**src/rtl/core_pkg.sv**
```systemverilog
// Core-wide widths plus the CDB arbitration types: slot count, source indices, broadcast packet.
// Pure declarations; no logic, no latency.
package core_pkg;

  localparam int XLEN        = 32;
  localparam int LOG2_PREGS  = 6;
  localparam int ROB_ENTRIES = 32;
  localparam int ROB_W       = $clog2(ROB_ENTRIES);

  localparam int CDB_PORTS    = 2;
  localparam int CDB_SRC_ALU0 = 0;
  localparam int CDB_SRC_ALU1 = 1;
  localparam int CDB_SRC_LSU  = 2;
  localparam int CDB_SRC_BRU  = 3;

  typedef struct packed {
    logic [LOG2_PREGS-1:0] tag;
    logic [XLEN-1:0]       value;
    logic [ROB_W-1:0]      rob_idx;
  } cdb_pkt_t;

endpackage

```
**src/rtl/cdb_pick2.sv**
```systemverilog
// Picks the first two requesters in rotated priority order starting at 'start'.
// Purely combinational; returns one-hot grants per slot and slot-valid bits.
module cdb_pick2 #(
  parameter int N  = 4,
  parameter int PW = 2
) (
  input  logic [N-1:0]  req,
  input  logic [PW-1:0] start,
  output logic [N-1:0]  gnt0,
  output logic [N-1:0]  gnt1,
  output logic          vld0,
  output logic          vld1
);

  always_comb begin
    int idx;
    idx  = 0;
    gnt0 = '0;
    gnt1 = '0;
    vld0 = 1'b0;
    vld1 = 1'b0;
    for (int k = 0; k < N; k++) begin
      idx = (int'(start) + k) % N;
      if (req[idx]) begin
        if (!vld0) begin
          gnt0[idx] = 1'b1;
          vld0      = 1'b1;
        end else if (!vld1) begin
          gnt1[idx] = 1'b1;
          vld1      = 1'b1;
        end
      end
    end
  end

endmodule

```
**src/rtl/cdb_arbiter.sv**
```systemverilog
// Two-slot CDB arbiter over per-source one-entry holds; src_valid to cdb_valid takes at least 2 edges.
// Sources stall while their hold is occupied and ungranted. Define CDB_RR_ARB_EN for round-robin, else fixed priority.
module cdb_arbiter
  import core_pkg::*;
#(
  parameter int NUM_SRC = 4,
  parameter int XLEN    = core_pkg::XLEN,
  parameter int PHYS_W  = core_pkg::LOG2_PREGS,
  parameter int ROB_W   = $clog2(core_pkg::ROB_ENTRIES)
) (
  input  logic                                 clk,
  input  logic                                 reset,
  input  logic                                 flush_pipeline,
  input  logic [NUM_SRC-1:0]                   src_valid,
  output logic [NUM_SRC-1:0]                   src_ready,
  input  logic [NUM_SRC-1:0][PHYS_W-1:0]       src_tag,
  input  logic [NUM_SRC-1:0][XLEN-1:0]         src_value,
  input  logic [NUM_SRC-1:0][ROB_W-1:0]        src_rob_idx,
  output logic [CDB_PORTS-1:0]                 cdb_valid,
  output logic [CDB_PORTS-1:0][PHYS_W-1:0]     cdb_tag,
  output logic [CDB_PORTS-1:0][XLEN-1:0]       cdb_value,
  output logic [CDB_PORTS-1:0][ROB_W-1:0]      cdb_rob_idx
);

  localparam int PTR_W = (NUM_SRC > 1) ? $clog2(NUM_SRC) : 1;

  logic [NUM_SRC-1:0] hold_valid;
  cdb_pkt_t           hold_pkt [NUM_SRC];
  logic [NUM_SRC-1:0] gnt0, gnt1, grant;
  logic               slot_vld0, slot_vld1;
  logic [PTR_W-1:0]   start_ptr;
  cdb_pkt_t           slot_pkt [CDB_PORTS];

  cdb_pick2 #(
    .N  (NUM_SRC),
    .PW (PTR_W)
  ) u_pick2 (
    .req   (hold_valid),
    .start (start_ptr),
    .gnt0  (gnt0),
    .gnt1  (gnt1),
    .vld0  (slot_vld0),
    .vld1  (slot_vld1)
  );

  assign grant     = gnt0 | gnt1;
  assign src_ready = {NUM_SRC{!reset && !flush_pipeline}} & (~hold_valid | grant);

`ifdef CDB_RR_ARB_EN
  logic [PTR_W-1:0] rr_ptr;
  logic [PTR_W-1:0] last_idx;

  // The last granted source is slot1's winner when present, otherwise slot0's.
  always_comb begin
    last_idx = '0;
    for (int i = 0; i < NUM_SRC; i++) begin
      if (slot_vld1 ? gnt1[i] : gnt0[i]) last_idx = PTR_W'(i);
    end
  end

  always_ff @(posedge clk or posedge reset) begin
    if (reset) begin
      rr_ptr <= '0;
    end else if (!flush_pipeline && slot_vld0) begin
      rr_ptr <= (int'(last_idx) == NUM_SRC - 1) ? '0 : last_idx + 1'b1;
    end
  end

  assign start_ptr = rr_ptr;
`else
  assign start_ptr = '0;
`endif

  always_ff @(posedge clk or posedge reset) begin
    if (reset) begin
      hold_valid <= '0;
      for (int i = 0; i < NUM_SRC; i++) hold_pkt[i] <= '0;
    end else begin
      for (int i = 0; i < NUM_SRC; i++) begin
        if (flush_pipeline) begin
          hold_valid[i] <= 1'b0;
        end else if (src_valid[i] && src_ready[i]) begin
          hold_valid[i]       <= 1'b1;
          hold_pkt[i].tag     <= src_tag[i];
          hold_pkt[i].value   <= src_value[i];
          hold_pkt[i].rob_idx <= src_rob_idx[i];
        end else if (grant[i]) begin
          hold_valid[i] <= 1'b0;
        end
      end
    end
  end

  // One-hot grants let an OR-reduction act as the slot mux; ungranted slots fall out as zero.
  always_comb begin
    slot_pkt[0] = '0;
    slot_pkt[1] = '0;
    for (int i = 0; i < NUM_SRC; i++) begin
      if (gnt0[i]) slot_pkt[0] = cdb_pkt_t'(slot_pkt[0] | hold_pkt[i]);
      if (gnt1[i]) slot_pkt[1] = cdb_pkt_t'(slot_pkt[1] | hold_pkt[i]);
    end
  end

  always_ff @(posedge clk or posedge reset) begin
    if (reset) begin
      cdb_valid   <= '0;
      cdb_tag     <= '0;
      cdb_value   <= '0;
      cdb_rob_idx <= '0;
    end else if (flush_pipeline) begin
      cdb_valid   <= '0;
      cdb_tag     <= '0;
      cdb_value   <= '0;
      cdb_rob_idx <= '0;
    end else begin
      cdb_valid <= {slot_vld1, slot_vld0};
      for (int s = 0; s < CDB_PORTS; s++) begin
        cdb_tag[s]     <= slot_pkt[s].tag;
        cdb_value[s]   <= slot_pkt[s].value;
        cdb_rob_idx[s] <= slot_pkt[s].rob_idx;
      end
    end
  end

endmodule
```
**config.mk**
```make
export PLATFORM = sky130hd
export DESIGN_NAME = cdb_arbiter
export DESIGN_NICKNAME = d
export VERILOG_FILES = /design/src/rtl/core_pkg.sv /design/src/rtl/cdb_pick2.sv /design/src/rtl/cdb_arbiter.sv
export SDC_FILE = /design/constraint.sdc
export NUM_CORES = 1
export LEC_CHECK = 0
export ABC_CLOCK_PERIOD_IN_PS = 25700
export CAP_MARGIN = 20
export CORE_MARGIN = 1.5
export CORE_UTILIZATION = 53
export CTS_CLUSTER_SIZE = 24
export DETAILED_ROUTE_END_ITERATION = 10
export GPL_ROUTABILITY_DRIVEN = 0
export PLACE_DENSITY = 0.95
export SYNTH_ARGS = -nofsm -noshare
export SYNTH_HDL_FRONTEND = slang
export SYNTH_SLANG_ARGS = --single-unit
```
**constraint.sdc**
```tcl
create_clock -name clk -period 25.7 [get_ports clk]
set_input_delay 3.855 -clock clk [delete_from_list [all_inputs] [get_ports clk]]
set_output_delay 3.855 -clock clk [all_outputs]
set_load 0.05 [all_outputs]
```
### Yosys cells after proc, flatten, opt, wreduce, memory -nomap -nowiden

Index checks and enable logic that the tools add are counted.

| word-level totals | value |
|---|---|
| register bits after elaboration | 264 |
| output and inout bits | 92 |

| cells by class | value |
|---|---|
| mux-type cells | 49 |
| bitwise gates (word level) | 11 |
| reductions and logical operators | 15 |

Operators by type and width:

| kind | number |
|---|---|
| $mux 43 | 8 |
| $or 43x43->43 | 6 |
| $mux 64 | 1 |
| $mux 4 | 6 |
| $mux 1 | 23 |
| $mux 12 | 1 |
| $mux 3 | 4 |
| $reduce_bool 3->1 | 4 |
| $mux 10 | 1 |
| $mux 2 | 5 |
| $or 4x4->4 | 2 |
| $reduce_and 2->1 | 4 |
| $logic_and 1x1->1 | 5 |
| $and 4x4->4 | 1 |
| $not 4->4 | 1 |
| $logic_not 1->1 | 2 |
| $not 1->1 | 1 |

### Longest topological paths before layout

Gate-level depths: netlist (run 1).

| depth | value |
|---|---|
| depth after elaboration | 17 |
| mapped depth | 10 |
| mapped depth without buffers | 5 |

### Modules after synthesis

From an unflattened synthesis (run 1), not the netlist that was laid out.

| unflattened totals | value |
|---|---|
| cells, all modules | 831 |
| area total of the unflattened synthesis | 11897.7 um2 |

By module, submodules not included:

| module | instances | cells an instance | area each (um2) | seq. area each (um2) |
|---|---|---|---|---|
| cdb_arbiter | 1 | 781 | 11429.7 | 6606.3 |
| cdb_pick2 | 1 | 50 | 467.9 | 0.0 |

### Least setup slack after synthesis (run 1)

OpenSTA, ideal clock, no wires.

| timing path | value |
|---|---|
| kind | input -> output |
| from | input port flush_pipeline |
| to | output port src_ready[3] |
| arrival | 5.142 ns |
| slack | 16.703 ns |
| stages | 2 |
| cells stage by stage | clkbuf_1 -> nor3_1 |

| on the way | value |
|---|---|
| word-level cells in the longest chain between the ends | 3 |

Ends and longest elaborated chain:

| element | line | text |
|---|---|---|
| from (decl) | cdb_arbiter.sv:13 | `input logic flush_pipeline,` |
| $logic_not 1->1 | cdb_arbiter.sv:47 | `assign src_ready = {NUM_SRC{!reset && !flush_pipeline}} & (~hold_valid \| grant);` |
| $logic_and 1x1->1 | cdb_arbiter.sv:47 |  |
| $and 4x4->4 | cdb_arbiter.sv:47 |  |
| to (decl) | cdb_arbiter.sv:15 | `output logic [NUM_SRC-1:0] src_ready,` |

Every way passes these cells.

### Worst setup path after layout (run 1)

| timing path | value |
|---|---|
| from | input port reset |
| to | output port src_ready[1] |

| on the way | value |
|---|---|
| word-level cells in the longest chain between the ends | 3 |

Ends and longest elaborated chain:

| element | line | text |
|---|---|---|
| from (decl) | cdb_arbiter.sv:12 | `input logic reset,` |
| $logic_not 1->1 (no source line) | - |  |
| $logic_and 1x1->1 | cdb_arbiter.sv:47 |  |
| $and 4x4->4 | cdb_arbiter.sv:47 |  |

Every way passes these cells.

==> flow_summary.yaml, run 1 <==
floorplanning:
  core_area_sq_um: 19590
  fp.dieW_microns: 144.8
  start_util_pct: 54.37
  io_pins: 271
  die_area_sq_um: 20960
  rows: 51
  die_y_microns: 144.8
layout:
  final_cell_mix: "269 x clkdlybuf4s50_1, 263 x dfrtp_1, 161 x mux2_2"
  multi_input_area_sq_um: 3717
  regArea_sq_um: 6608
  nNetsFinal: 1180
  drive_above_1_share_pct: 22.96
  nFillCells: 1171
  layout_commonest_cell: "clkdlybuf4s50_1"
  final_cells: 1280
  n_antenna_cell: 0
  fin_util_pct: 73.95
  area_delta_synth_final_pct: 36.00
  final_area_sq_um: 14490
clock_network:
  cts_tree: "done"
  root_buffer: "clkbuf_16"
  postCtsSetupBuffers: 0
  cts_buffer_depth: 3
  cts.sinks: 264
  cts_buffers: 27
  clock_latency_ns: 0.53
  cts_hold_buf: 0
  clk_pin_slew_ns: 0.06
  cts_resized: 0
  htree_levels: 1
timing:
  post-route-min-period_ns: 9.732
  fmax_mhz: 102.8
  finalHoldViolations: 0
  setup_slack_ns: 15.97
  worst-slew-pin-transition_ns: 1.156
  fin_worst_hold_slack_ns: 0.4985
  drv_slew: 0
  fin_tns_setup_ns: 0
  fin_crit_sh_pct: 37.87
  rsz0062_at_grt: "false"
  setup_viol: 0
  skew_ns: 0.01825
  relSlewSlack_pct: 22.95
synthesis:
  avgSynthCellArea_sq_um: 14.24
  ys_seq_area_share_pct: 62.02
  syn_inst: 748
  synthesis.area_sq_um: 10650
  yosysUniqueCellTypes: 29
  synth_warnings: 0
  ys_seq_elements: 264
  synthesis.nets: 931
status:
  status: "finished, final reports clean"
pwr:
  power.density_nw_per_um2: 78.64
  p_total_mw: 1.139
  p_leak_nw: 5.919
  irDropWorstVdd_mv: 0.05317
routing:
  via_per_inst: 6.170
  vias: 7897
  drc: 0
  drt_iter0_drc: 737
  drt-total-wl_microns: 30940
  dr.pass1.iters: 7
  wl_per_cell_microns: 24.17
  antenna_left: 0
grt:
  overflow: 0
  grt_pass1_vias: 8414
  track_usage_pct: 28.96
  grt_pass1_wl_microns: 45730
  grt_max_degree: 121
  antenna_found_initial: 0
setup_path:
  cp-start-kind: "input port"
  path_cells: "clkdlybuf4s50_1 -> nor2_2 -> and2_1 -> clkdlybuf4s50_1"
  worstSetupPathType: "in2out"
  cp_max_fo: 7
  cpPeakStageDelay_ns: 0.79
  cp_slowest_cell: "clkdlybuf4s50_1"
  required_ns: 21.84
  arrival_ns: 5.88
  cp-end-kind: "output pin"
  critPathTopFamily: "buffers and inverters"
  crit_top_cell: "clkdlybuf4s50_1"
  crit_buf_inv: 2
placement:
  dp_hpwl_microns: 18160
  dp_cells: 1230
  port_buffers: 270
  place_area_sq_um: 13450
  post-place-ws_ns: 15.96
run:
  drv_cap: 0
hold_path:
  hp-class: "reg2reg"
[area by class of cell]
type	count	area share [%]
Inverter	4	0.1555
Tap cell	265	2.289
Clock buffer	35	5.217
Timing Repair Buffer	282	19.57
Clock inverter	12	1.494
Sequential cell	264	45.61
Multi-Input combinational cell	418	25.66
[logic make-up after synthesis]
group                      Yosys count  synth area share (%)
DFF                                264                 62.02
AOI/OAI and AO/OA                  180                 13.44
muxes                              172                 18.18
buffers and inverters               66                 3.172
and+or+nand+nor                     62                 2.714
adders and majority gates            4                0.4699
[layer usage]
layer	track usage, %	up-vias	part of all wire [%]
met4	13.56	0	3.6
met3	6.746	85	9.6
met2	49.62	491	50
li1	-	3316	-
met1	34.67	4005	37
met5	0	-	0
[registers in the layout, indices dropped and copies added (netlist names)]
signal       flops
cdb_valid        2
hold_pkt       172
hold_valid       4
cdb_value       64
cdb_rob_idx     10
cdb_tag         12
[power breakdown]
part           total [mW]  internal (mW)  leakage, nW  switching [mW]
logic               0.185         0.0953         2.15          0.0894
clock network       0.427          0.266        0.477           0.160
registers           0.528          0.481         3.30          0.0470
[synthesized netlist by cell type]
library cell / count / area (sq um)
a222oi_1: 43 / 430.4
o2bb2ai_1: 43 / 376.6
or3b_1: 2 / 17.52
o311ai_4: 1 / 26.28
mux2_2: 161 / 1813
a211oi_4: 1 / 20.02
buf_2: 6 / 30.03
nor3_1: 3 / 15.01
inv_1: 4 / 15.01
nor2_2: 1 / 6.260
and3b_1: 1 / 8.760
a211oi_1: 1 / 7.510
clkbuf_1: 39 / 146.4
and2_1: 5 / 31.28
a21o_1: 1 / 7.510
nor2b_1: 1 / 6.260
buf_4: 12 / 90.09
a21oi_1: 44 / 220.2
mux2_1: 11 / 123.9
nand3_2: 2 / 20.02
nand2_1: 44 / 165.2
o21ba_2: 1 / 10.01
ha_1: 4 / 50.05
or3_4: 1 / 11.26
nor2_1: 2 / 7.510
o21ai_0: 2 / 10.01
a22oi_1: 43 / 322.8
dfrtp_1: 264 / 6606
buf_6: 5 / 56.30
[final timing paths]
kind | startpoint | depth (start not counted) | slack, ns | end
min in group asynchronous | reset | 2 | 3.95 | hold_pkt[61]
max in group asynchronous | reset | 4 | 19.43 | hold_pkt[80]
hold / removal | hold_pkt[2] | 1 | 0.50 | cdb_rob_idx[7]
hold reg to reg | hold_pkt[2] | 1 | 0.50 | cdb_rob_idx[7]
setup / recovery | reset | 4 | 15.97 | src_ready[1]
setup reg to reg | hold_valid[1] | 5 | 22.38 | hold_pkt[125]
Power figures use the tool's default switching activity.
==> run 2: changes to the inputs <==
--- a/config.mk
+++ b/config.mk
@@ -5,14 +5,14 @@
 export SDC_FILE = /design/constraint.sdc
 export NUM_CORES = 1
 export LEC_CHECK = 0
-export ABC_CLOCK_PERIOD_IN_PS = 25700
+export ABC_CLOCK_PERIOD_IN_PS = 8900
 export CAP_MARGIN = 20
 export CORE_MARGIN = 1.5
-export CORE_UTILIZATION = 53
+export CORE_UTILIZATION = 44
 export CTS_CLUSTER_SIZE = 24
 export DETAILED_ROUTE_END_ITERATION = 10
 export GPL_ROUTABILITY_DRIVEN = 0
-export PLACE_DENSITY = 0.95
+export PLACE_DENSITY = 0.87
 export SYNTH_ARGS = -nofsm -noshare
 export SYNTH_HDL_FRONTEND = slang
 export SYNTH_SLANG_ARGS = --single-unit
==> constraint.sdc (replaced) <==
create_clock -name clk -period 8.9 [get_ports clk]
set_input_delay 1.335 -clock clk [delete_from_list [all_inputs] [get_ports clk]]
set_output_delay 1.335 -clock clk [all_outputs]
set_load 0.05 [all_outputs]
==> flow_summary.yaml, run 2 (synthesized netlist as in run 1, its figures left out) <==
status:
  status: "finished, final reports clean"
layout:
  drive_above_1_share_pct: 21.85
  nFillCells: 1785
  nNetsFinal: 1177
  largest_reg_flops: 172
  reg_top3: "hold_pkt x172, cdb_value x64, cdb_tag x12"
  area_delta_synth_final_pct: 34.27
  regMostFlops: "hold_pkt"
  layout_commonest_cell: "clkdlybuf4s50_1"
  final_cell_mix: "269 x clkdlybuf4s50_1, 263 x dfrtp_1, 161 x mux2_2"
  final_area_sq_um: 14300
clock_network:
  clock_latency_ns: 0.53
  cts_tree: "done"
  cts_resized: 0
  cts_hold_buf: 0
  cts_buffer_depth: 3
  root_buffer: "clkbuf_16"
  postCtsSetupBuffers: 0
  cts_buffers: 27
  cts.sinks: 264
  clk_pin_slew_ns: 0.06
  htree_levels: 1
timing:
  post-route-min-period_ns: 5.279
  finalHoldViolations: 0
  fmax_mhz: 189.4
  fin_tns_setup_ns: 0
  setup_viol: 0
  setup_slack_ns: 3.621
  drv_slew: 0
  relSlewSlack_pct: 23.87
  rsz0062_at_grt: "false"
  worst-slew-pin-transition_ns: 1.142
  skew_ns: 0.02117
  fin_crit_sh_pct: 59.32
run:
  drv_cap: 0
setup_path:
  worstSetupPathType: "reg2out"
  r2r_setup_slack_ns: 4.92
  cp_max_fo: 46
  required_ns: 7.57
  critPathLaunch: "hold_valid[0]"
  worst-r2r-cell-count: 5
  arrival_ns: 3.94
  cp-end-kind: "output pin"
  r2r_end: "hold_pkt[121]"
  r2r-start: "hold_valid[0]"
  cp-start-kind: "register"
pwr:
  power.density_nw_per_um2: 214.8
  comb_power_share_pct: 17.0
  p_total_mw: 3.072
  internal-power_mw: 2.252
  irDropWorstVdd_mv: 0.1384
  power_switching_mw: 0.8206
  p_sw_share_pct: 26.71
  pwr-share-clk_pct: 33.5
  seqPwrFrac_pct: 49.5
  p_leak_nw: 5.799
floorplanning:
  rows: 56
  die_area_sq_um: 25150
  die_y_microns: 158.6
  io_pins: 271
  start_util_pct: 45.11
  fp.dieW_microns: 158.6
  core_area_sq_um: 23610
grt:
  grt_pass1_vias: 8018
  track_usage_pct: 23.60
  overflow: 0
  antenna_found_initial: 1
  grt_max_degree: 121
  grt_pass1_wl_microns: 44750
routing:
  drt-total-wl_microns: 29810
  highest_layer: "met4"
  wl_met2_microns: 14570
  antenna_left: 0
  dr.pass1.iters: 5
  wl_met1_microns: 12140
  vias: 7533
  met3_length_microns: 2154
  drc: 0
  wl_per_cell_microns: 22.47
  via_per_inst: 5.677
  drt_iter0_drc: 575
hold_path:
  hold_end: "cdb_value[51]"
  hold-path-cell-count: 1
  hold_path.startpoint: "hold_pkt[24]"
  hp-class: "reg2reg"
placement:
  place_area_sq_um: 13510
  dp_hpwl_microns: 18540
  post-place-ws_ns: 4.104
  port_buffers: 270
[run 2: cell count changes in the layout (fill, tap and decap cells not counted)]
cell,change
clkinv_2,-2
buf_12,-2
buf_16,-1
clkinv_4,-1
bufinv_16,-6
diode_2,+1
clkinvlp_4,-1
clkbuf_1,+5
[run 2: how the worst max path moves through the flow]
stage,end,slack [ns]
after floorplan,cdb_rob_idx[0],0.30
after global placement,src_ready[2],4.14
after detailed placement,src_ready[2],4.10
after CTS,src_ready[1],3.61
after global routing,src_ready[1],3.51
final,src_ready[1],3.62
[run 2: worst max-delay path: stages, from the launching register on]
cell             delay (ns)
dfrtp_2                1.05
ha_2                   1.12
or3b_1                 0.26
and2_1                 0.13
clkdlybuf4s50_1        0.84
[run 2: area by class of cell]
cell class | instances | area [sq um] | area share [%]
Clock inverter | 2 | 10.01 | 0.06999
Multi-Input combinational cell | 418 | 3717 | 25.99
Inverter | 4 | 22.52 | 0.1575
Sequential cell | 264 | 6608 | 46.20
Clock buffer | 40 | 774.5 | 5.416
Timing Repair Buffer | 279 | 2768 | 19.35
Antenna cell | 1 | 2.502 | 0.01750
Tap cell | 319 | 399.1 | 2.791
[run 2: metal layers]
metal | GRT usage [%] | vias up
li1 | - | 3314
met1 | 30.51 | 3789
met2 | 39.61 | 367
met3 | 4.654 | 63
met4 | 8.322 | 0
met5 | 0 | -
[run 2: power groups by stage]
stage / Combinational (mW) / Sequential, mW / Clock, mW
after floorplan: 0.254 / 1.58 / 0
after global placement: 0.508 / 1.52 / 0
after detailed placement: 0.523 / 1.54 / 0
after CTS: 0.527 / 1.52 / 1.05
after global routing: 0.558 / 1.54 / 1.10
final: 0.522 / 1.52 / 1.03
[run 2: through the flow]
| step | util [%] | hold slack (ns) | std cells |
|---|---|---|---|
| floorplan | - | 0.4719 | 748 |
| global placement | 57.23 | 0.4803 | 1284 |
| detailed placement | 57.23 | 0.4852 | 1284 |
| CTS | 60.56 | 0.4977 | 1326 |
| global route | 60.56 | 0.5129 | 1326 |
| finish | 60.57 | 0.4964 | 1327 |
